`config.mk`:
```
export PLATFORM = sky130hd
export DESIGN_NAME = wave_capture
export DESIGN_NICKNAME = d
export VERILOG_FILES = /design/src/rtl/wave_capture.sv
export SDC_FILE = /design/constraint.sdc
export NUM_CORES = 1
export LEC_CHECK = 0
export BUFFER_PORTS_ARGS = -buffer_cell sky130_fd_sc_hd__buf_2
export CAP_MARGIN = 20
export CORE_MARGIN = 5
export CORE_UTILIZATION = 35
export CTS_BUF_LIST = sky130_fd_sc_hd__clkbuf_16
export CTS_CLUSTER_DIAMETER = 100
export DETAILED_ROUTE_END_ITERATION = 10
export GPL_TIMING_DRIVEN = 0
export PLACE_DENSITY = 0.52
export SYNTH_ARGS = -nofsm -noshare
export SYNTH_HDL_FRONTEND = slang
export SYNTH_SLANG_ARGS = --single-unit
```
`constraint.sdc`:
```
create_clock -name clk -period 5.45 [get_ports clk]
set_clock_uncertainty 0.1 [all_clocks]
set_input_delay 1.09 -clock clk [delete_from_list [all_inputs] [get_ports clk]]
set_output_delay 1.09 -clock clk [all_outputs]
set_load 0.01 [all_outputs]
```
`src/rtl/wave_capture.sv`:
```
// wave_capture: synchronizes an asynchronous sample bus, arms on request,
// triggers on a rising threshold crossing and stores a fixed-length record.
// Also tracks record min/max and the period between consecutive crossings.
module wave_capture #(
  parameter int unsigned DATA_WIDTH   = 10,
  parameter int unsigned ADDR_WIDTH   = 7,
  parameter int unsigned PERIOD_WIDTH = 16
) (
  input  logic                    clk,
  input  logic                    rst,
  input  logic [DATA_WIDTH-1:0]   sample_in,
  input  logic [DATA_WIDTH-1:0]   trig_level,
  input  logic                    arm,
  output logic                    busy,
  output logic                    capture_done,
  input  logic [ADDR_WIDTH-1:0]   rd_addr,
  output logic [DATA_WIDTH-1:0]   rd_data,
  output logic [DATA_WIDTH-1:0]   min_val,
  output logic [DATA_WIDTH-1:0]   max_val,
  output logic [PERIOD_WIDTH-1:0] period,
  output logic                    period_valid
);

  localparam int unsigned DEPTH = 2 ** ADDR_WIDTH;
  localparam logic [ADDR_WIDTH-1:0]   LAST_ADDR  = ADDR_WIDTH'(DEPTH - 1);
  localparam logic [PERIOD_WIDTH-1:0] PERIOD_MAX = '1;
  localparam logic [DATA_WIDTH-1:0]   DATA_MAX   = '1;

  typedef enum logic [1:0] {
    ST_IDLE,
    ST_ARMED,
    ST_CAPTURE,
    ST_DONE
  } state_t;

  state_t                  state_q, state_d;
  logic [DATA_WIDTH-1:0]   sync1_q, sync1_d;
  logic [DATA_WIDTH-1:0]   s_q, s_d;
  logic [DATA_WIDTH-1:0]   s_prev_q, s_prev_d;
  logic [ADDR_WIDTH-1:0]   wr_addr_q, wr_addr_d;
  logic [DATA_WIDTH-1:0]   min_q, min_d;
  logic [DATA_WIDTH-1:0]   max_q, max_d;
  logic [PERIOD_WIDTH-1:0] cnt_q, cnt_d;
  logic                    cnt_run_q, cnt_run_d;
  logic [PERIOD_WIDTH-1:0] period_q, period_d;
  logic                    period_valid_q, period_valid_d;
  logic                    done_q, done_d;
  logic                    busy_q, busy_d;
  logic [DATA_WIDTH-1:0]   rd_data_q, rd_data_d;
  logic                    crossing_c;
  logic                    wr_en_c;

  logic [DATA_WIDTH-1:0]   mem_q [DEPTH];

  assign crossing_c = (s_prev_q < trig_level) && (s_q >= trig_level);

  // Next-state, capture control, min/max tracking and period measurement.
  always_comb begin
    state_d        = state_q;
    sync1_d        = sample_in;
    s_d            = sync1_q;
    s_prev_d       = s_q;
    wr_addr_d      = wr_addr_q;
    min_d          = min_q;
    max_d          = max_q;
    cnt_d          = cnt_q;
    cnt_run_d      = cnt_run_q;
    period_d       = period_q;
    period_valid_d = period_valid_q;
    done_d         = done_q;
    busy_d         = busy_q;
    rd_data_d      = mem_q[rd_addr];
    wr_en_c        = 1'b0;

    // Period counter runs independently of the capture; arm below overrides it.
    if (cnt_run_q) begin
      if (crossing_c) begin
        period_d       = cnt_q;
        period_valid_d = 1'b1;
        cnt_run_d      = 1'b0;
      end else if (cnt_q == PERIOD_MAX) begin
        period_d       = PERIOD_MAX;
        period_valid_d = 1'b1;
        cnt_run_d      = 1'b0;
      end else begin
        cnt_d = cnt_q + PERIOD_WIDTH'(1);
      end
    end

    case (state_q)
      ST_IDLE, ST_DONE: begin
        if (arm) begin
          state_d        = ST_ARMED;
          busy_d         = 1'b1;
          done_d         = 1'b0;
          period_valid_d = 1'b0;
          period_d       = '0;
          cnt_run_d      = 1'b0;
          cnt_d          = '0;
          min_d          = DATA_MAX;
          max_d          = '0;
          wr_addr_d      = '0;
        end
      end
      ST_ARMED: begin
        if (crossing_c) begin
          state_d   = ST_CAPTURE;
          wr_en_c   = 1'b1;
          wr_addr_d = wr_addr_q + ADDR_WIDTH'(1);
          min_d     = (s_q < min_q) ? s_q : min_q;
          max_d     = (s_q > max_q) ? s_q : max_q;
          cnt_d     = PERIOD_WIDTH'(1);
          cnt_run_d = 1'b1;
        end
      end
      ST_CAPTURE: begin
        wr_en_c   = 1'b1;
        wr_addr_d = wr_addr_q + ADDR_WIDTH'(1);
        min_d     = (s_q < min_q) ? s_q : min_q;
        max_d     = (s_q > max_q) ? s_q : max_q;
        if (wr_addr_q == LAST_ADDR) begin
          state_d = ST_DONE;
          done_d  = 1'b1;
          busy_d  = 1'b0;
        end
      end
      default: state_d = ST_IDLE;
    endcase
  end

  // State and output registers with asynchronous reset.
  always_ff @(posedge clk or posedge rst) begin
    if (rst) begin
      state_q        <= ST_IDLE;
      sync1_q        <= '0;
      s_q            <= '0;
      s_prev_q       <= '0;
      wr_addr_q      <= '0;
      min_q          <= DATA_MAX;
      max_q          <= '0;
      cnt_q          <= '0;
      cnt_run_q      <= 1'b0;
      period_q       <= '0;
      period_valid_q <= 1'b0;
      done_q         <= 1'b0;
      busy_q         <= 1'b0;
      rd_data_q      <= '0;
    end else begin
      state_q        <= state_d;
      sync1_q        <= sync1_d;
      s_q            <= s_d;
      s_prev_q       <= s_prev_d;
      wr_addr_q      <= wr_addr_d;
      min_q          <= min_d;
      max_q          <= max_d;
      cnt_q          <= cnt_d;
      cnt_run_q      <= cnt_run_d;
      period_q       <= period_d;
      period_valid_q <= period_valid_d;
      done_q         <= done_d;
      busy_q         <= busy_d;
      rd_data_q      <= rd_data_d;
    end
  end

  // Capture buffer write port; contents survive reset.
  always_ff @(posedge clk) begin
    if (wr_en_c) mem_q[wr_addr_q] <= s_q;
  end

  assign busy         = busy_q;
  assign capture_done = done_q;
  assign rd_data      = rd_data_q;
  assign min_val      = min_q;
  assign max_val      = max_q;
  assign period       = period_q;
  assign period_valid = period_valid_q;

endmodule
```
After elaboration in Yosys (flattened, before gate mapping)
Memory sizes are Yosys's and may differ from the RTL's. A register that Yosys moved wholly into a read port is not among the register bits. Index checks and enable logic that the tools add are counted.

Memories kept: 1. Output and inout port bits: 49. Register bits after elaboration: 95. Bits in writable memories: 1280. Bits of input ports: 30.

Memories: mem_q (words 128, width 10, rd ports 1, clocked after memory_dff 1, write ports 1, line 53) `logic [DATA_WIDTH-1:0] mem_q [DEPTH];`.

Multiplexer cells: 47. Add/subtract/negate cells: 2. Equal/unequal tests: 8. Reductions and logical operators: 7. Order comparisons: 4.

Operator list (count): $mux 16 (10); $mux 10 (6); $pmux 10 s3 (2); $pmux 16 s2 (1); $pmux 7 s3 (1); $lt 10x10->1 (2); $mux 1 (17); $add 16x1->16 const B (1); $eq 16x16->1 const B (1); $mux 7 (2); $ge 10x10->1 (1); $gt 10x10->1 (1); $pmux 1 s2 (4); $add 7x1->7 const B (1); $eq 7x7->1 const B (1); $mux 2 (3); $ne 2x2->1 const B (3); $pmux 2 s3 (1); $reduce_and 3->1 (2); $eq 2x2->1 const B (2); $eq 2x1->1 const B (1); $logic_not 2->1 (1); $reduce_and 2->1 (1); $reduce_bool 2->1 (1); other kinds (2) (2).

Longest topological paths before layout
Gate-level depths: netlist of run 1.

Depth after elaboration: 6. Gate-level depth with buffers: 11. Depth with buffers taken out: 9.

Least setup slack after synthesis of run 1
Ideal clock, no wire load.

Kind: reg2reg. Start point: register s_q[0] (netlist: s_prev_d[0]). End point: memory mem_q[77][0], enable pin. Clock period less this slack: 4867 ps. Path buffers: 1. Path slack: 583 ps. Library setup time: 403 ps. Cell stages (with the launch flop): 10. Data arrival time: 4364 ps. Cells stage by stage: dfrtp_1 -> inv_1 -> ha_1 -> nand2b_1 -> a21o_1 -> a21oi_1 -> o211ai_1 -> a31oi_1 -> buf_2 -> nor4_1.

Longest elaborated chain between the ends: 6.

RTL lines: start: declaration (line 38) `logic [DATA_WIDTH-1:0] s_q, s_d;`; start signal: assignment (line 136) `s_q <= '0;`; start signal: assignment (line 151) `s_q <= s_d;`; $ge 10x10->1 (line 55) `assign crossing_c = (s_prev_q < trig_level) && (s_q >= trig_level);`; $logic_and 1x1->1 (line 55); $mux 1 (line 106) `if (crossing_c) begin`; $pmux 1 s2 (line 90) `case (state_q)`; $mux 1 (line 168) `if (wr_en_c) mem_q[wr_addr_q] <= s_q;`; $mux 1 (implied by the code) (line 168); end: declaration (line 53).

No other way between the ends.

Worst setup path in the final report of run 1
Start point: register s_q[8] (netlist: s_prev_d[8]). End point: memory mem_q[111][1], enable pin.

Same word-level chain as after synthesis.

==> metrics.txt, run 1 <==
starting density of the core=0.3525; Detailed Place HPWL=92.78 mm; maximum frequency from static timing analysis=185.9 MHz; sequential-to-total area share from yosys stat=0.7546; clock slew at the register clock pins of the worst setup and hold paths=0.06 ns; post-route ant nets=0; number of buffers inserted by port buffering=75; Layout area overhead=15.26%; floorplan die width=404.4 um; area of the placeable core=0.1544 sq mm; transition at the pin with the smallest max-transition slack=1.153 ns; number of storage elements in the synthesis netlist=1385; Period Utilization, post-route=0.9870; number of violations reported at the end of detailed-routing iteration 0=2524; PD cells=384.2 mW/mm^2; CP endpoint kind=register; first-pass GRT wire length=204.3 mm; Max Root-Sink Buffers=3; crit start category=register; worst slew margin relative to its limit=0.2314; mean cell area of the mapped netlist=20.14 sq um; die area=0.1635 sq mm; Max IR drop VDD=0.2353 mV; crit path DAT=5.65 ns; critical path data required time=5.72 ns; final standard cell count with taps included and fillers excluded=5124; via count of the first global-routing pass=28650; Cells after Synth=2703; die height=404.4 um; overall power=0.02410 W; All-Layer GR Usage=0.1723; quantity of hold-fixing buffers added after cts=0; Clk Tree Root Cell=sky130_fd_sc_hd__clkbuf_16; endpoints failing setup=0; ant diodes=0; Final Critical Period=5.379 ns; grt ovf=0; Net count, final=3036; fraction of registers with async set or reset after synthesis=0.07581; netlist area before placement=0.05443 sq mm; Max Cap Viol=0; initial antenna violation count=4; drt total wl=141.2 mm; number of max-slew violations in the final report=0; Placed Cells=4851; TritonCTS clock tree=done; post-CTS setup buffer count=0; Synthesized Nets=2776; maximum number of pins on one net before global-route repair=91; maximum net fanout on the critical path=70; # DRC=0; number of enable flip-flop cells after synthesis=1280; hold_ws=0.2432 ns; Gates resized, CTS repair=1; most frequent cells in the layout=1280 x sky130_fd_sc_hd__edfxtp_1, 320 x sky130_fd_sc_hd__mux4_2, 178 x sky130_fd_sc_hd__nor2_1, 154 x sky130_fd_sc_hd__clkbuf_16, 116 x sky130_fd_sc_hd__buf_2; CTS H-tree lvls=4; Post-synth top flop=sky130_fd_sc_hd__edfxtp_1; layout cells sized above 1=0.2438; Static Leak=20.14 nW; unrepaired setup endpoints after global routing=yes; source-to-sink clock delay at the later pin of the worst-skew pair=0.76 ns; total vias in the final route=27650; sum of negative setup slack=0 ns; fraction of synthesized cell area taken by the top area cell type=0.7061; Hold/Removal Path Class=register to register; type of the worst setup path=register to register; Cell variety after synth=64; routed wirelength normalized by instance count=27.56 um; status=finished clean; post-synth top area cell=sky130_fd_sc_hd__edfxtp_1; leading cell types by total area after synthesis=sky130_fd_sc_hd__edfxtp_1 71%, sky130_fd_sc_hd__mux4_2 13%, sky130_fd_sc_hd__dfrtp_1 4.4%, sky130_fd_sc_hd__mux2i_1 1.5%, sky130_fd_sc_hd__nor2_1 1.3%; final-report hold violation count=0; via count normalized by instance count=5.396; First-pass DRT Iterations=5; Synth Warn #=0; sinks on the clock net=1385; total number of placement rows=144; total CTS buffers=148; commonest non-fill, non-tap cell in the layout=sky130_fd_sc_hd__edfxtp_1; final weighted congestion in routability-driven placement=0.8545; I/O pin total=79
metal layers:
metal	track usage	wire (um)
met5	0	0
met4	0.04380	3109
met3	0.03472	9478
met2	0.2726	66580
met1	0.2462	62040
report_power, final:
| group | leakage [nW] | internal [W] | total (W) | switching [W] |
|---|---|---|---|---|
| Clock | 2.40 | 0.00560 | 0.00968 | 0.00408 |
| Combinational | 4.94 | 0.000827 | 0.00235 | 0.00152 |
| Sequential | 12.8 | 0.0118 | 0.0121 | 0.000229 |
flip-flops by register name, indices dropped and copies added (netlist names):
register      cells
busy              1
capture_done      1
cnt_q            16
cnt_run_q         1
max_val          10
mem_q          1280
min_val          10
period           16
period_valid      1
rd_data          10
s_d              10
s_prev_d         10
s_prev_q         10
state_q           2
wr_addr_q         7
path summary, 6_finish.rpt:
path	depth (start not counted)	from	slack [ns]	to
max in group asynchronous	3	rst	4.08	min_val[0]$_DFFE_PP1P_
setup reg to reg	11	s_prev_d[8]$_DFF_PP0_	0.07	mem_q[111][1]$_DFFE_PP_
setup / recovery	11	s_prev_d[8]$_DFF_PP0_	0.07	mem_q[111][1]$_DFFE_PP_
hold reg to reg	0	s_d[3]$_DFF_PP0_	0.24	s_prev_d[3]$_DFF_PP0_
hold / removal	0	s_d[3]$_DFF_PP0_	0.24	s_prev_d[3]$_DFF_PP0_
min in group asynchronous	2	rst	0.35	max_val[2]$_DFFE_PP0P_
worst max-delay path, stage by stage, from the launching register on:
cell,delay (ns)
sky130_fd_sc_hd__dfrtp_4,0.87
sky130_fd_sc_hd__buf_16,0.34
sky130_fd_sc_hd__ha_1,0.20
sky130_fd_sc_hd__nand4_1,0.19
sky130_fd_sc_hd__or3b_1,0.43
sky130_fd_sc_hd__o211ai_1,0.25
sky130_fd_sc_hd__a31oi_1,0.29
sky130_fd_sc_hd__or3_1,0.37
sky130_fd_sc_hd__clkbuf_1,0.35
sky130_fd_sc_hd__buf_8,0.28
sky130_fd_sc_hd__buf_2,0.33
sky130_fd_sc_hd__nor2_1,0.90
per-stage QoR:
step,instance area [sq um],utilization,worst slack [ns]
after floorplan,54430,-,0.5827
after CTS,62660,0.4058,0.01589
final,62740,0.4063,0.07087
after global placement,57370,0.3715,-3.313
after global routing,62740,0.4063,-0.1635
after detailed placement,57950,0.3753,-0.1593
cell families (layout without fill, tap and decap cells):
| family | count (synthesis) | in the layout | synth area share |
|---|---|---|---|
| AO/OA/AOI/OAI | 293 | 293 | 0.03905 |
| adder cells (fa/ha/maj) | 43 | 43 | 0.009884 |
| buffers and inverters | 194 | 571 | 0.01522 |
| flip-flops | 1385 | 1385 | 0.7546 |
| multiplexers | 403 | 403 | 0.1477 |
| AND/OR/NAND/NOR | 385 | 385 | 0.03351 |
synth_stat cells (3+ instances only):
master,number
sky130_fd_sc_hd__o21ai_0,22
sky130_fd_sc_hd__nand2b_1,4
sky130_fd_sc_hd__inv_1,37
sky130_fd_sc_hd__or3_4,4
sky130_fd_sc_hd__mux4_2,320
sky130_fd_sc_hd__and3_1,12
sky130_fd_sc_hd__ha_1,43
sky130_fd_sc_hd__clkbuf_1,93
sky130_fd_sc_hd__mux2i_1,82
sky130_fd_sc_hd__or4_1,9
sky130_fd_sc_hd__o211ai_1,14
sky130_fd_sc_hd__nand4_1,8
sky130_fd_sc_hd__o221a_2,17
sky130_fd_sc_hd__nand3b_1,3
sky130_fd_sc_hd__dfrtp_1,95
sky130_fd_sc_hd__buf_1,15
sky130_fd_sc_hd__dfstp_2,10
sky130_fd_sc_hd__nand2_1,58
sky130_fd_sc_hd__or2_2,3
sky130_fd_sc_hd__edfxtp_1,1280
sky130_fd_sc_hd__nor3_1,18
sky130_fd_sc_hd__nor4_1,5
sky130_fd_sc_hd__o32ai_1,20
sky130_fd_sc_hd__or3_1,11
sky130_fd_sc_hd__nor2_1,183
sky130_fd_sc_hd__a21oi_1,73
sky130_fd_sc_hd__nor4b_1,10
sky130_fd_sc_hd__and2_1,4
sky130_fd_sc_hd__a22o_1,12
sky130_fd_sc_hd__nor2b_1,8
sky130_fd_sc_hd__o31ai_1,9
sky130_fd_sc_hd__buf_4,3
sky130_fd_sc_hd__a211oi_1,53
sky130_fd_sc_hd__buf_2,41
sky130_fd_sc_hd__a22oi_1,40
sky130_fd_sc_hd__a21o_1,7
sky130_fd_sc_hd__a31oi_1,5
sky130_fd_sc_hd__buf_6,5
sky130_fd_sc_hd__nand3_1,35
layout make-up:
class	instances	area (sq um)
Clock buffer	154	3854
Buffer	157	689.4
Tap cell	2044	2557
Clock inverter	113	855.8
Sequential cell	1385	41110
Inverter	37	141.4
Multi-Input combinational cell	1124	12560
Fill cell	13570	91670
Timing Repair Buffer	110	972.2
Power figures use the tool's default switching activity.
==> run 2: changes to the inputs <==
- CORE_UTILIZATION: 35 -> 30
- PLACE_DENSITY: 0.52 -> 0.47
==> run 2 against run 1 <==
Sequential share of layout area decreased by 0.75 points. Global-route usage decreased by 1.4 points. Register-to-register slack improved by 0.12 ns. Wire length increased by 7.7%. Hold slack got worse by 0.0084 ns. Die area increased by 16%. Via count about the same. Clock power increased by 0.9%. Cell area increased by 1.2%. Combinational power increased by 5%. Critical path depth increased by 2. Final cell count increased by 6.9%. Critical path type unchanged. Critical endpoint is now mem_q[51][4]$_DFFE_PP_.
==> metrics.txt, run 2 (same netlist as run 1, synthesis figures left out) <==
CTS H-tree lvls=4 (unchanged); unrepaired setup endpoints after global routing=yes; initial antenna violation count=5 (+1); Period Utilization, post-route=0.9648 (-0.02220); final weighted congestion in routability-driven placement=0.8903 (+4.2%); first-pass GRT wire length=216.0 mm (+5.7%); total CTS buffers=149 (+0.68%); instance area after placement=0.05859 sq mm (+1.1%); area of the placeable core=0.1805 sq mm (+17%); largest stage delay on the critical path=0.84 ns (-0.06 ns); maximum frequency from static timing analysis=190.2 MHz (+2.3%); CP endpoint kind=register; crit start category=register; maximum net fanout on the critical path=55 (-21%); worst-case reg-to-reg path depth=13 (+2); RR Startpoint=s_prev_d[0]$_DFF_PP0_; Max Root-Sink Buffers=3 (unchanged); I/O pin total=79 (unchanged); Max Cap Viol=0 (unchanged); number of violations reported at the end of detailed-routing iteration 0=2678 (+6.1%); Core Util, Final=0.3515 (-0.05480); Detailed Place HPWL=101.7 mm (+9.6%); final-report hold violation count=0 (unchanged); endpoints failing setup=0 (unchanged); type of the worst setup path=register to register; Crit-path slowest cell=sky130_fd_sc_hd__nor2_1; maximum number of pins on one net before global-route repair=80 (-12%); Layout fillers=16790 (+24%); quantity of hold-fixing buffers added after cts=0 (unchanged); Net count, final=3056 (+0.66%); starting density of the core=0.3015 (-0.05104); number of buffers inserted by port buffering=75 (unchanged); sum of buffers and inverters on the critical path=5 (+1); post-route ant nets=0 (unchanged); All-Layer GR Usage=0.1583 (-0.01397); status=finished clean; Clk Tree Root Cell=sky130_fd_sc_hd__clkbuf_16; grt ovf=0 (unchanged); Hold/Removal Path Class=input pin to asynchronous set/reset pin; max reg flops=1280 (unchanged); Max IR drop VDD=0.3128 mV (+33%); source-to-sink clock delay at the later pin of the worst-skew pair=0.77 ns (about the same); sinks on the clock net=1385 (unchanged); commonest non-fill, non-tap cell in the layout=sky130_fd_sc_hd__edfxtp_1; crit-path most repeated cell=sky130_fd_sc_hd__buf_16; total vias in the final route=27620 (-0.090%); critical path data required time=5.72 ns (about the same); worst slew margin relative to its limit=0.2001 (-0.03133); First-pass DRT Iterations=5 (unchanged); via count normalized by instance count=5.044 (-6.5%); Layout area overhead=16.60%; most frequent cells in the layout=1280 x sky130_fd_sc_hd__edfxtp_1, 320 x sky130_fd_sc_hd__mux4_2, 164 x sky130_fd_sc_hd__nor2_1, 153 x sky130_fd_sc_hd__clkbuf_16, 114 x sky130_fd_sc_hd__buf_2; PD cells=382.3 mW/mm^2 (-0.50%); worst reg2reg setup slack=0.19 ns (+0.12 ns); reg2reg end=mem_q[51][4]$_DFFE_PP_; register with the most flip-flops=mem_q; die area=0.1901 sq mm (+16%); die height=436.0 um (+7.8%); number of max-slew violations in the final report=0 (unchanged); Final Critical Period=5.258 ns (-0.1210 ns); via count of the first global-routing pass=28310 (-1.2%); routed wirelength normalized by instance count=27.77 um (+0.78%); final design instance area without fill=0.06347 sq mm (+1.2%); TritonCTS clock tree=done; transition at the pin with the smallest max-transition slack=1.196 ns (+0.04329 ns); post-CTS setup buffer count=0 (unchanged); Static Leak=20.32 nW (+0.88%); total number of placement rows=156 (+8.3%); ordered cell list for the critical path=buf_16 > buf_16 > inv_1 > ha_1 > nand2b_1 > a21o_1 > a21oi_1 > o211ai_1 > a31oi_1 > or3_1 > clkbuf_1 > buf_2 > nor2_1; # DRC=0 (unchanged); delay-heaviest family, CP=buffers and inverters; floorplan die width=436.0 um (+7.8%); clock slew at the register clock pins of the worst setup and hold paths=0.06 ns (about the same); hold_ws=0.2348 ns (-0.008405 ns); crit path DAT=5.53 ns (-0.12 ns); layout cells sized above 1=0.2522 (+0.008346); drt total wl=152.1 mm (+7.7%)
## run 2: worst max path at each step
stage                          start                      end  slack [ns]  depth (start not counted)
2_1_floorplan  s_prev_d[0]$_DFF_PP0_   mem_q[77][0]$_DFFE_PP_        0.58                          9
6_report       s_prev_d[0]$_DFF_PP0_   mem_q[51][4]$_DFFE_PP_        0.19                         13
4_1_cts        s_prev_d[0]$_DFF_PP0_  mem_q[127][0]$_DFFE_PP_      -0.003                         13
3_3_place_gp   s_prev_d[0]$_DFF_PP0_   mem_q[87][7]$_DFFE_PP_       -3.83                         11
5_1_grt        s_prev_d[0]$_DFF_PP0_   mem_q[99][0]$_DFFE_PP_       -0.13                         13
3_5_place_dp   s_prev_d[0]$_DFF_PP0_   mem_q[47][1]$_DFFE_PP_       -0.05                         13
## run 2: area by class of cell
cell class / count / area, sq um / area share
diodes: 6 / 15.01 / 0.0002366
multi-input cells: 1124 / 12580 / 0.1982
clock buffers: 153 / 3829 / 0.06033
well taps: 2370 / 2965 / 0.04672
flip-flops and latches: 1385 / 41110 / 0.6478
plain buffers: 156 / 693.2 / 0.01092
clock inverters: 116 / 843.3 / 0.01329
repair buffers: 130 / 1282 / 0.02021
inverters: 37 / 143.9 / 0.002267
## run 2: stage by stage
stage	std cells	TNS (ns)	total power [W]	worst slack, ns
global placement	5148	-4241.01	0.01470	-3.828
CTS	5454	-0.003488	0.02453	-0.003488
floorplan	2703	0	0.01363	0.5827
global route	5473	-5.084	0.02520	-0.1301
detailed placement	5185	-0.5659	0.01473	-0.05386
finish	5477	0	0.02426	0.1919
## run 2: power by group
| part | switching, W | internal [W] | total [W] |
|---|---|---|---|
| registers | 0.000181 | 0.0118 | 0.0120 |
| clock network | 0.00421 | 0.00556 | 0.00977 |
| logic | 0.00162 | 0.000843 | 0.00246 |
| total | 0.00601 | 0.0183 | 0.0243 |
## run 2: layer usage
layer | track usage | vias up | part of all wire
met1 | 0.2263 | 14790 | 0.45
met2 | 0.2458 | 846 | 0.46
met3 | 0.02943 | 201 | 0.057
met4 | 0.05026 | 0 | 0.030
met5 | 0 | - | 0
li1 | - | 11790 | -
## run 2: timing repair
| item | CTS | global route |
|---|---|---|
| pin swaps | 0 | 0 |
| endpoints found under the setup margin | 28 | 262 |
| gates resized for setup | 3 | 16 |
| hold endpoints to repair | 0 | 0 |
